## src/rtl/dmux_pkg.sv

```systemverilog
// rtl/dmux_pkg.sv - shared types and constants for the source-side handshake
package dmux_pkg;

    typedef enum logic [1:0] {
        IDLE    = 2'd0,
        REQ     = 2'd1,
        ACK_LOW = 2'd2
    } state_t;

    localparam int MODE_LEVEL  = 0;
    localparam int MODE_TOGGLE = 1;
    localparam int CNT_W       = 16;

endpackage

```

## src/rtl/sync_ff.sv

```systemverilog
// rtl/sync_ff.sv - single-bit multi-flop synchronizer, cleared by reset
module sync_ff #(
    parameter int STAGES = 2
) (
    input  logic clk,
    input  logic rst_n,
    input  logic d,
    output logic q
);

    logic [STAGES-1:0] chain;

    always_ff @(posedge clk or negedge rst_n) begin
        if (!rst_n) begin
            chain <= '0;
        end else begin
            chain <= {chain[STAGES-2:0], d};
        end
    end

    assign q = chain[STAGES-1];

endmodule

```

## src/rtl/dmux_src.sv

```systemverilog
// rtl/dmux_src.sv - source side of a req/ack word crossing with a one-entry pending buffer
module dmux_src
    import dmux_pkg::*;
#(
    parameter int WIDTH       = 32,
    parameter int SYNC_STAGES = 2,
    parameter int MODE        = 0
) (
    input  logic             clk_a,
    input  logic             rst_n_a,
    input  logic             in_vld,
    input  logic [WIDTH-1:0] in_data,
    output logic             in_rdy,
    input  logic             ack_in,
    output logic             req_out,
    output logic [WIDTH-1:0] data_out,
    output logic             busy,
    output logic             done,
    output logic [CNT_W-1:0] xfer_cnt
);

    state_t             state;
    state_t             state_nxt;
    logic               ack_s;
    logic               req_nxt;
    logic               done_nxt;
    logic               launch_now;
    logic               accept;
    logic               pend_vld;
    logic [WIDTH-1:0]   pend_data;

    sync_ff #(.STAGES(SYNC_STAGES)) u_ack_sync (
        .clk   (clk_a),
        .rst_n (rst_n_a),
        .d     (ack_in),
        .q     (ack_s)
    );

    // A stale ack after reset leaves ack_s != req_out, which holds off launch.
    assign launch_now = (state == IDLE) && pend_vld && (ack_s == req_out);
    assign in_rdy     = !pend_vld || launch_now;
    assign accept     = in_vld && in_rdy;
    assign busy       = (state != IDLE) || pend_vld;

    always_ff @(posedge clk_a or negedge rst_n_a) begin
        if (!rst_n_a) begin
            state <= IDLE;
        end else begin
            state <= state_nxt;
        end
    end

    always_comb begin
        state_nxt = state;
        req_nxt   = req_out;
        done_nxt  = 1'b0;
        case (state)
            IDLE: begin
                if (launch_now) begin
                    state_nxt = REQ;
                    req_nxt   = (MODE == MODE_TOGGLE) ? !req_out : 1'b1;
                end
            end
            REQ: begin
                if (MODE == MODE_TOGGLE) begin
                    if (ack_s == req_out) begin
                        state_nxt = IDLE;
                        done_nxt  = 1'b1;
                    end
                end else if (ack_s) begin
                    req_nxt   = 1'b0;
                    state_nxt = ACK_LOW;
                end
            end
            ACK_LOW: begin
                if (!ack_s) begin
                    state_nxt = IDLE;
                    done_nxt  = 1'b1;
                end
            end
            default: state_nxt = IDLE;
        endcase
    end

    always_ff @(posedge clk_a or negedge rst_n_a) begin
        if (!rst_n_a) begin
            req_out   <= 1'b0;
            data_out  <= '0;
            done      <= 1'b0;
            xfer_cnt  <= '0;
            pend_vld  <= 1'b0;
            pend_data <= '0;
        end else begin
            req_out <= req_nxt;
            done    <= done_nxt;
            if (done_nxt) begin
                xfer_cnt <= xfer_cnt + CNT_W'(1);
            end
            if (launch_now) begin
                data_out <= pend_data;
            end
            // Accept wins over the clear so a same-edge launch+accept keeps the new word.
            if (accept) begin
                pend_data <= in_data;
                pend_vld  <= 1'b1;
            end else if (launch_now) begin
                pend_vld <= 1'b0;
            end
        end
    end

endmodule

```

## config.mk

```make
export PLATFORM = sky130hd
export DESIGN_NAME = dmux_src
export DESIGN_NICKNAME = d
export VERILOG_FILES = /design/src/rtl/dmux_pkg.sv /design/src/rtl/sync_ff.sv /design/src/rtl/dmux_src.sv
export SDC_FILE = /design/constraint.sdc
export NUM_CORES = 1
export LEC_CHECK = 0
export ABC_CLOCK_PERIOD_IN_PS = 2270
export CAP_MARGIN = 30
export CORE_ASPECT_RATIO = 0.8
export CORE_MARGIN = 2
export CORE_UTILIZATION = 48
export CTS_CLUSTER_SIZE = 10
export DETAILED_ROUTE_END_ITERATION = 10
export GPL_TIMING_DRIVEN = 0
export PLACE_DENSITY = 0.79
export SYNTH_ARGS = -nofsm -noshare
export SYNTH_HDL_FRONTEND = slang
export SYNTH_SLANG_ARGS = --single-unit
```

## constraint.sdc

```tcl
create_clock -name clk_a -period 2.27 [get_ports clk_a]
set_input_delay 0.454 -clock clk_a [delete_from_list [all_inputs] [get_ports clk_a]]
set_output_delay 0.454 -clock clk_a [all_outputs]
set_load 0.1 [all_outputs]
```

-- After elaboration in Yosys (flattened, before gate mapping)
Cells that the tools add are included.
- equality and inequality tests: 6
- reduce and logical (&&, ||, !) cells: 12
- $add $sub $neg: 1
- mux-type cells: 11
- operators with widths (operator ; count):
    $add A16 B1 Y16 const B ; 1
    $mux W1 ; 6
    $mux W2 ; 3
    $pmux W2 S3 ; 1
    $reduce_and A3 Y1 ; 2
    $reduce_bool A2 Y1 ; 3
    $ne A2 B2 Y1 const B ; 2
    $logic_and A1 B1 Y1 ; 3
    $eq A2 B1 Y1 const B ; 1
    $eq A2 B2 Y1 const B ; 1
    $logic_not A2 Y1 ; 1
    $logic_or A1 B1 Y1 ; 2
    $ne A2 B1 Y1 const B ; 1
    $pmux W1 S2 ; 1
    $eq A1 B1 Y1 ; 1
    $logic_not A1 Y1 ; 1
- register bits: 87
- bits of input ports: 36
- output and inout bits: 52
- word-level logic and storage cells: 38

-- Logic depth before layout (Yosys ltp)
Gate-level depths: netlist of run 1.
- depth after elaboration: 6
- mapped depth: 5
- mapped depth without buffers: 5

-- Hierarchy
Synthesis of run 1 repeated with hierarchy kept, for this count alone.
- cells, all modules: 218
- area, all modules: 3364.5 µm²
- by module, submodules not included (module ; cells an instance ; sequential area each (µm²) ; area each (µm²) ; times used):
    dmux_src ; 216 ; 2127.0 ; 3314.4 ; 1
    sync_ff ; 2 ; 50.0 ; 50.0 ; 1

-- Worst setup path before layout of run 1
OpenSTA, ideal clock, no wires.
- path type: flip-flop to flip-flop
- start point: register req_out
- end point: register pend_data[10]
- path buffers: 1
- cell stages (with the launch flop): 6
- clock period less this slack: 4.634 ns
- setup time: 0.125 ns
- data arrival time: 4.509 ns
- required time: 2.145 ns
- path slack: -2.364 ns
- cells stage by stage: dfrtp_1 xor2_1 o31ai_1 nand2_1 buf_2 mux2_2
- longest elaborated chain between the ends: 4
- RTL lines (what ; line ; RTL):
    start: declaration ; dmux_src.sv:15 ; output logic req_out,
    start signal: assignment ; dmux_src.sv:94 ; req_out <= req_nxt;
    $eq A1 B1 Y1 ; dmux_src.sv:40 ; assign launch_now = (state == IDLE) && pend_vld && (ack_s == req_out);
    $logic_and A1 B1 Y1 ; dmux_src.sv:40 ;
    $logic_or A1 B1 Y1 ; dmux_src.sv:41 ; assign in_rdy = !pend_vld || launch_now;
    net in_rdy ; dmux_src.sv:13 ; output logic in_rdy,
    $logic_and A1 B1 Y1 ; dmux_src.sv:42 ; assign accept = in_vld && in_rdy;
    end signal: assignment ; dmux_src.sv:104 ; pend_data <= in_data;
    end: declaration ; dmux_src.sv:30 ; logic [WIDTH-1:0] pend_data;
The timed path passes the listed nets, and every way through them passes these cells.
A chain may end at the register's enable or synchronous reset.

-- Worst setup path after layout of run 1
- start point: register req_out
- end point: output in_rdy
- longest elaborated chain between the ends: 3
- RTL lines (what ; line):
    $eq A1 B1 Y1 ; dmux_src.sv:40
    $logic_and A1 B1 Y1 ; dmux_src.sv:40
    $logic_or A1 B1 Y1 ; dmux_src.sv:41
    end: declaration ; dmux_src.sv:13
No other way between the ends.

==> metrics, run 1 <==
# diodes=0; Critical Path RT=1.82 ns; Die ar.=7650 µm²; Hold Path Class=register to register; sequential-to-total area share from yosys stat=65.1%; hold path start=u_ack_sync.chain[0]; Skew-Pair Late Insertion Delay=0.35 ns; CP max stage cell=dfrtp_4; Setup TNS=0 ns; critical path class=register to output port; Buf/Inv on CP=1; synth warn=0; Worst setup SP type=register; Mean Syn Cell Area=15.3 µm²; Initial DRT Pass Iterations=4; Area contributors post-synth=dfrtp_1, mux2_2, xnor2_1; Sink Count=87; final hold vios=0; max_slew headroom=33.9%; most common cell after layout, fill and taps aside=dfrtp_1; gr ovfl total=0; Least-Margin Pin Slew=0.996 ns; Die W=97.3 µm; largest net degree at the start of global routing=73; Clock Tree Buf Depth=2; # Max-Cap Violations=0; gr usage total=17.7%; CTS tree=done; CTS root buffer=clkbuf_8; EDFF count, synth=0; crit share post-route=95.2%; largest area contributor in the synthesized netlist=dfrtp_1; status=completed; via count=2,069; CP Capture Type=output port; Post-route DRC=0; P&R area growth vs syn=35.3%; post-route ant nets=0; Slew Limit Fails=0; share of layout cells above drive strength 1=30.2%; via/cell ratio=5.03; Cells after Synth=219; io pins=88; Final nets=356; Die Y=78.6 µm; Post-CTS Setup Repair Bufs=0; Setup crit start=req_out; vias in the first global route=2,101; pre-CTS WS=-0.359 ns; Final min period=2.16 ns; unrepaired setup endpoints after global routing=false; Mapped Nets=256; row cnt=27; Initial Util=49.0%; Post-DP HPWL=4.51 mm; ys flop type=dfrtp_1; Total Wirelength=6.41 mm; H-tree Lvls=3; initial antenna violation count=0; Max Fclk=463 MHz; Final GP Congestion=0.798; CP top delay family=flip-flops; Critical Path Max Stage Delay=0.51 ns; Reg2Reg Launch Point=state[0]; Worst-path clk slew=0.08 ns; count of final setup violators=0; post-synthesis cell area=3340 µm²; Post-synth ARST share=100%; Core Footprint=6820 µm²; Synth cell types=22; post-route setup slack=0.109 ns; R2R setup slack=0.41 ns; CP max FO=4; routed len/inst=15.6 µm; top cell type's share of synthesized area=65.1%; first-pass GRT wire length=10.4 mm; FF+latch count, synth=87; clock skew=0.00888 ns; total CTS buffers=9; critical path cell sequence=xor2_2 -> o31ai_4 -> buf_4; crit path DAT=1.71 ns; most frequent cells in the layout=dfrtp_1, mux2_2, dlygate4sd2_1; Initial DRC Count=54; Layout fillers=540; Buffers on Ports=87
==> worst reg2reg max path, cell delays in order (launching register included) <==
cell and delay (ns):
dfrtp_1 0.49, or3b_1 0.42, buf_6 0.16, nor4_4 0.37, and3_1 0.22, xor2_1 0.15
==> synth_stat cells (2+ instances only) <==
master and instances:
dfrtp_1 87, mux2_2 64, nand2_1 13, xnor2_1 11, buf_2 6, xor2_1 6, nor2_1 5, nand3_1 4
nand4_1 4, inv_1 3, nor3_1 3, nor4_4 2, o21ai_0 2
==> logic make-up after synthesis <==
family | count (synthesis) | share of synthesized area (%)
buffers and inverters | 10 | 1.57
XOR/XNOR | 17 | 4.46
flip-flops | 87 | 65.1
adder cells (fa/ha/maj) | 1 | 0.374
multiplexers | 64 | 21.6
AO/OA/AOI/OAI | 4 | 0.674
AND/OR/NAND/NOR | 36 | 6.22
==> repair_timing <==
action | in CTS | in global routing
endpoints found under the setup margin | 52 | 0
hold buffers | 1 | 0
hold endpoints to repair | 15 | 0
gates resized for setup | 61 | 0
==> registers in the layout, summed over array words and instances, names as in the netlist <==
| signal | flops |
|---|---|
| u_ack_sync.chain | 2 |
| data_out | 32 |
| state | 2 |
| req_out | 1 |
| pend_data | 32 |
| xfer_cnt | 16 |
| pend_vld | 1 |
| done | 1 |
==> area by class of cell <==
class	count	area (µm²)	share of cell area [%]
timing repair buffer	89	836	18.5
clock buffer	12	155	3.43
buffer	7	41.3	0.913
clock inverter	4	53.8	1.19
tap	87	109	2.41
multi-input combinational	122	1140	25.1
inverter	3	11.3	0.249
sequential	87	2180	48.2
==> per-layer routing <==
metal / wire, µm / vias up / global-route usage (%)
met5: 0 / - / 0
met4: 77 / 0 / 5.14
met3: 442 / 7 / 8.19
met2: 3080 / 69 / 27.8
met1: 2810 / 1036 / 22.1
li1: - / 957 / -
==> final timing paths <==
path                                       endpoint  cells past startpoint
worst max-delay path                         in_rdy                      3
worst min-delay path            u_ack_sync.chain[1]                      0
worst max register to register         xfer_cnt[11]                      5
worst min register to register  u_ack_sync.chain[1]                      0
max in group asynchronous              data_out[12]                      3
min in group asynchronous               xfer_cnt[9]                      2
==> through the flow <==
| stage | instance area [µm²] | utilization (%) | std cells | hold slack [ns] |
|---|---|---|---|---|
| 4_1_cts | 4520 | 66.3 | 411 | 0.361 |
| 5_1_grt | 4520 | 66.3 | 411 | 0.375 |
| 3_3_place_gp | 4350 | 63.7 | 393 | 0.334 |
| 2_1_floorplan | 3370 | - | 219 | 0.158 |
| 6_report | 4520 | 66.3 | 411 | 0.358 |
| 3_5_place_dp | 4370 | 64.1 | 394 | 0.341 |
Power of run 1 is left out: the tool's default activity adds up to more than one toggle a clock period on the data nets, which glitch-free logic cannot reach.
==> inputs of run 2 (changes only) <==
ABC_CLOCK_PERIOD_IN_PS = 2100   (was 2270)
REMOVE_ABC_BUFFERS = 1   (was not set)
clock period = 2.1 ns   (was 2.27 ns; I/O delays follow)
==> run 2 against run 1 <==
  * Critical path depth fell by 2
  * Global-route usage fell by 0.88 points
  * Register-to-register slack got worse by 0.24 ns
  * Utilization fell by 1.2 points
  * Cell area fell by 1.8%
  * Highest routed layer unchanged
  * Via count fell by 5.0%
  * Routed wire length fell by 6.4%
  * Non-clock buffer count fell by 7
  * Setup slack got worse by 0.061 ns
  * Sequential share of layout area rose by 0.81 points
  * First-iteration DRC count rose by 20%
==> metrics, run 2 (synthesized netlist as in run 1, its figures left out) <==
gr usage total=16.8%; Buffers on Ports=87; final core utilization=65.1%; Post-CTS Setup Repair Bufs=0; Skew-Pair Late Insertion Delay=0.34 ns; Die Y=78.6 µm; P&R area growth vs syn=32.9%; Worst setup SP type=register; row cnt=27; critical path class=register to output port; Regs by FF count=data_out (32), pend_data (32), xfer_cnt (16); Initial DRT Pass Iterations=4; # diodes=0; Initial Util=49.0%; most frequent cells in the layout=dfrtp_1, mux2_2, dlygate4sd2_1; vias in the first global route=2,087; most common cell after layout, fill and taps aside=dfrtp_1; Least-Margin Pin Slew=0.987 ns; CP max stage cell=clkdlybuf4s15_1; Critical Path Max Stage Delay=0.85 ns; critical path cell sequence=clkdlybuf4s15_1; post-route ant nets=0; CP Capture Type=output port; Initial DRC Count=65; Sink Count=87; post-route setup slack=0.0485 ns; clock skew=0.00781 ns; Critical Path RT=1.68 ns; total CTS buffers=9; crit share post-route=97.7%; CTS root buffer=clkbuf_8; gr ovfl total=0; Post-route DRC=0; via count=1,965; max_slew headroom=34.5%; io pins=88; status=completed; Buf/Inv on CP=1; Max Fclk=487 MHz; crit path DAT=1.63 ns; Hold Path Class=register to register; Post-DP HPWL=4.03 mm; Die ar.=7650 µm²; routed len/inst=14.9 µm; final hold vios=0; unrepaired setup endpoints after global routing=true; pre-CTS WS=-0.515 ns; share of layout cells above drive strength 1=29.1%; Worst-path clk slew=0.08 ns; CP max FO=5; Clock Tree Buf Depth=2; Final min period=2.05 ns; Slew Limit Fails=0; CTS tree=done; first-pass GRT wire length=9.98 mm; Die W=97.3 µm; largest net degree at the start of global routing=64; count of final setup violators=0; Total Wirelength=6.00 mm; Core Footprint=6820 µm²; Final nets=349; Final GP Congestion=0.743; CP top delay family=buffers and inverters; initial antenna violation count=0; # Max-Cap Violations=0; via/cell ratio=4.88; Layout fillers=528; H-tree Lvls=3
-- run 2: changes by cell type in the layout (fill, tap and decap cells not counted), sizes merged --
cell	delta
buf	-7
clkbuf	+2
clkdlybuf4s15	+6
clkinv	+1
clkinvlp	-1
dlygate4sd2	-9
-- run 2: worst paths after layout --
check                                         start             endpoint  slack (ns)  depth (start not counted)
worst min register to register  u_ack_sync.chain[0]  u_ack_sync.chain[1]        0.36                          0
worst min-delay path            u_ack_sync.chain[0]  u_ack_sync.chain[1]        0.36                          0
worst max register to register              req_out         data_out[13]        0.17                          4
max in group asynchronous                   rst_n_a          data_out[0]        0.98                          3
min in group asynchronous                   rst_n_a        pend_data[21]        0.52                          2
worst max-delay path                   xfer_cnt[10]         xfer_cnt[10]        0.05                          1
-- run 2: timing repair --
| action | CTS | global route |
|---|---|---|
| endpoints found under the hold margin | 24 | 0 |
| resized for setup | 63 | 16 |
| hold buffers | 1 | 0 |
| endpoints found under the setup margin | 84 | 42 |
-- run 2: metrics by stage --
| step | hold slack [ns] | setup TNS [ns] | instance area (µm²) | std cells |
|---|---|---|---|---|
| floorplan | 0.124 | -128.25 | 3300 | 212 |
| global placement | 0.336 | -240.82 | 4280 | 386 |
| detailed placement | 0.344 | -3.36 | 4310 | 387 |
| CTS | 0.362 | -2.36 | 4430 | 403 |
| global route | 0.368 | -0.0191 | 4440 | 403 |
| finish | 0.359 | 0 | 4440 | 403 |
-- run 2: cell type report --
cell class / instances / area [µm²] / share of cell area, %
clock buffers: 11 / 131 / 2.96
flip-flops and latches: 87 / 2180 / 49.0
well taps: 87 / 109 / 2.45
inverters: 3 / 11.3 / 0.254
repair buffers: 89 / 837 / 18.9
multi-input cells: 122 / 1130 / 25.4
clock inverters: 4 / 47.5 / 1.07
-- run 2: layer usage --
metal | up-vias | track usage [%] | routed length (µm)
met3 | 8 | 5.61 | 309
met1 | 968 | 20.7 | 2660
met2 | 51 | 27.6 | 2930
met5 | - | 0 | 0
met4 | 0 | 6.67 | 97
li1 | 938 | - | -
Power of run 2 is left out for the same reason.
==> inputs of run 3 (changes only) <==
SLEW_MARGIN = 20   (was not set)
==> run 3 against run 2 <==
  * Routed wire length fell by 0.93%
  * Clock skew decreased by 0.00093 ns
  * Maximum frequency is 0.30% higher
  * Highest routed layer unchanged
  * Sequential share of layout area decreased by 0.91 points
  * Critical path type unchanged
==> metrics, run 3 (synthesized netlist as in run 1, its figures left out) <==
Skew-Pair Late Insertion Delay=0.34 ns; Final min period=2.05 ns; CP max FO=4; row cnt=27; Buffers on Ports=87; initial antenna violation count=0; CP Capture Type=output port; Max Fclk=489 MHz; clock skew=0.00687 ns; crit share post-route=97.4%; post-route ant nets=0; Die W=97.3 µm; placed instance count=389; via/cell ratio=4.87; # diodes=0; Hold Path Class=input port to asynchronous set/reset pin; crit path DAT=1.63 ns; share of layout cells above drive strength 1=30.1%; Total Wirelength=5.94 mm; Final nets=350; Worst-path clk slew=0.08 ns; Worst setup SP type=register; critical path class=register to output port; Post-route DRC=0; Critical Path RT=1.68 ns; Least-Margin Pin Slew=0.985 ns; CTS Hold Buffers Added=0; Initial Util=49.0%; Sink Count=87; Critical Path Max Stage Delay=0.87 ns; total CTS buffers=9; Clock Tree Buf Depth=2; final std cells w/o fill=403; Post-DP HPWL=4.23 mm; Initial DRC Count=33; P&R area growth vs syn=35.4%; most common cell after layout, fill and taps aside=dfrtp_1; H-tree Lvls=3; Die Y=78.6 µm; count of final setup violators=0; most frequent cells in the layout=dfrtp_1, mux2_2, dlygate4sd2_1; via count=1,964; routed len/inst=14.7 µm; critical path cell sequence=dlygate4sd2_1; first-pass GRT wire length=10.1 mm; Final GP Congestion=0.743; CTS tree=done; Initial DRT Pass Iterations=4; # Max-Cap Violations=0; io pins=88; unrepaired setup endpoints after global routing=false; largest net degree at the start of global routing=48; CP top delay family=buffers and inverters; gr usage total=16.9%; final hold vios=0; max_slew headroom=34.6%; CP max stage cell=dlygate4sd2_1; Buf/Inv on CP=1; Die ar.=7650 µm²; Regs by FF count=data_out (32), pend_data (32), xfer_cnt (16); Slew Limit Fails=0; vias in the first global route=2,113; status=completed; gr ovfl total=0; CTS root buffer=clkbuf_8; Core Footprint=6820 µm²
## run 3: cell count changes in the layout (fill, tap and decap cells not counted), sizes merged
cell           change
clkdlybuf4s15      +1
clkinv             -1
clkinvlp           -1
dlygate4sd2        -1
bufinv             +2
dlygate4sd3        -1
clkbuf             -1
buf                +2
## run 3: repair_timing
item	CTS	global route
endpoints found under the setup margin	52	8
buffers inserted	0	0
resized for setup	68	9
## run 3: cell type report
class | instances | area (µm²)
clock inverter | 4 | 95.1
inverter | 3 | 11.3
sequential | 87 | 2180
multi-input combinational | 122 | 1120
fill | 513 | 2300
clock buffer | 10 | 138
tap | 87 | 109
timing repair buffer | 90 | 872
## run 3: path summary, 6_finish.rpt
check,endpoint,startpoint,depth (start not counted),slack (ns)
worst max-delay path,xfer_cnt[3],xfer_cnt[3],1,0.05
worst min-delay path,pend_vld,rst_n_a,1,0.07
worst max register to register,xfer_cnt[11],state[0],4,0.18
worst min register to register,u_ack_sync.chain[1],u_ack_sync.chain[0],0,0.36
max in group asynchronous,pend_data[25],rst_n_a,2,1.40
min in group clk_a,u_ack_sync.chain[1],u_ack_sync.chain[0],0,0.36
## run 3: metal layers
layer	wire length, µm	up-vias	GRT usage (%)
li1	-	944	-
met1	2700	963	21.2
met2	2840	49	27.4
met3	312	8	6.14
met4	88	0	6.25
met5	0	-	0
## run 3: stage by stage
step	setup slack (ns)	cell area (µm²)	hold slack, ns	TNS (ns)	utilization (%)
after floorplan	-3.50	3300	0.124	-128.25	-
after global placement	-2.50	4280	0.336	-240.82	62.7
after detailed placement	-0.508	4360	0.344	-0.713	63.9
after CTS	0.00289	4530	0.0754	0	66.4
after global routing	0.00247	4520	0.105	0	66.3
final	0.0546	4520	0.0717	0	66.3
Power of run 3 is left out for the same reason.
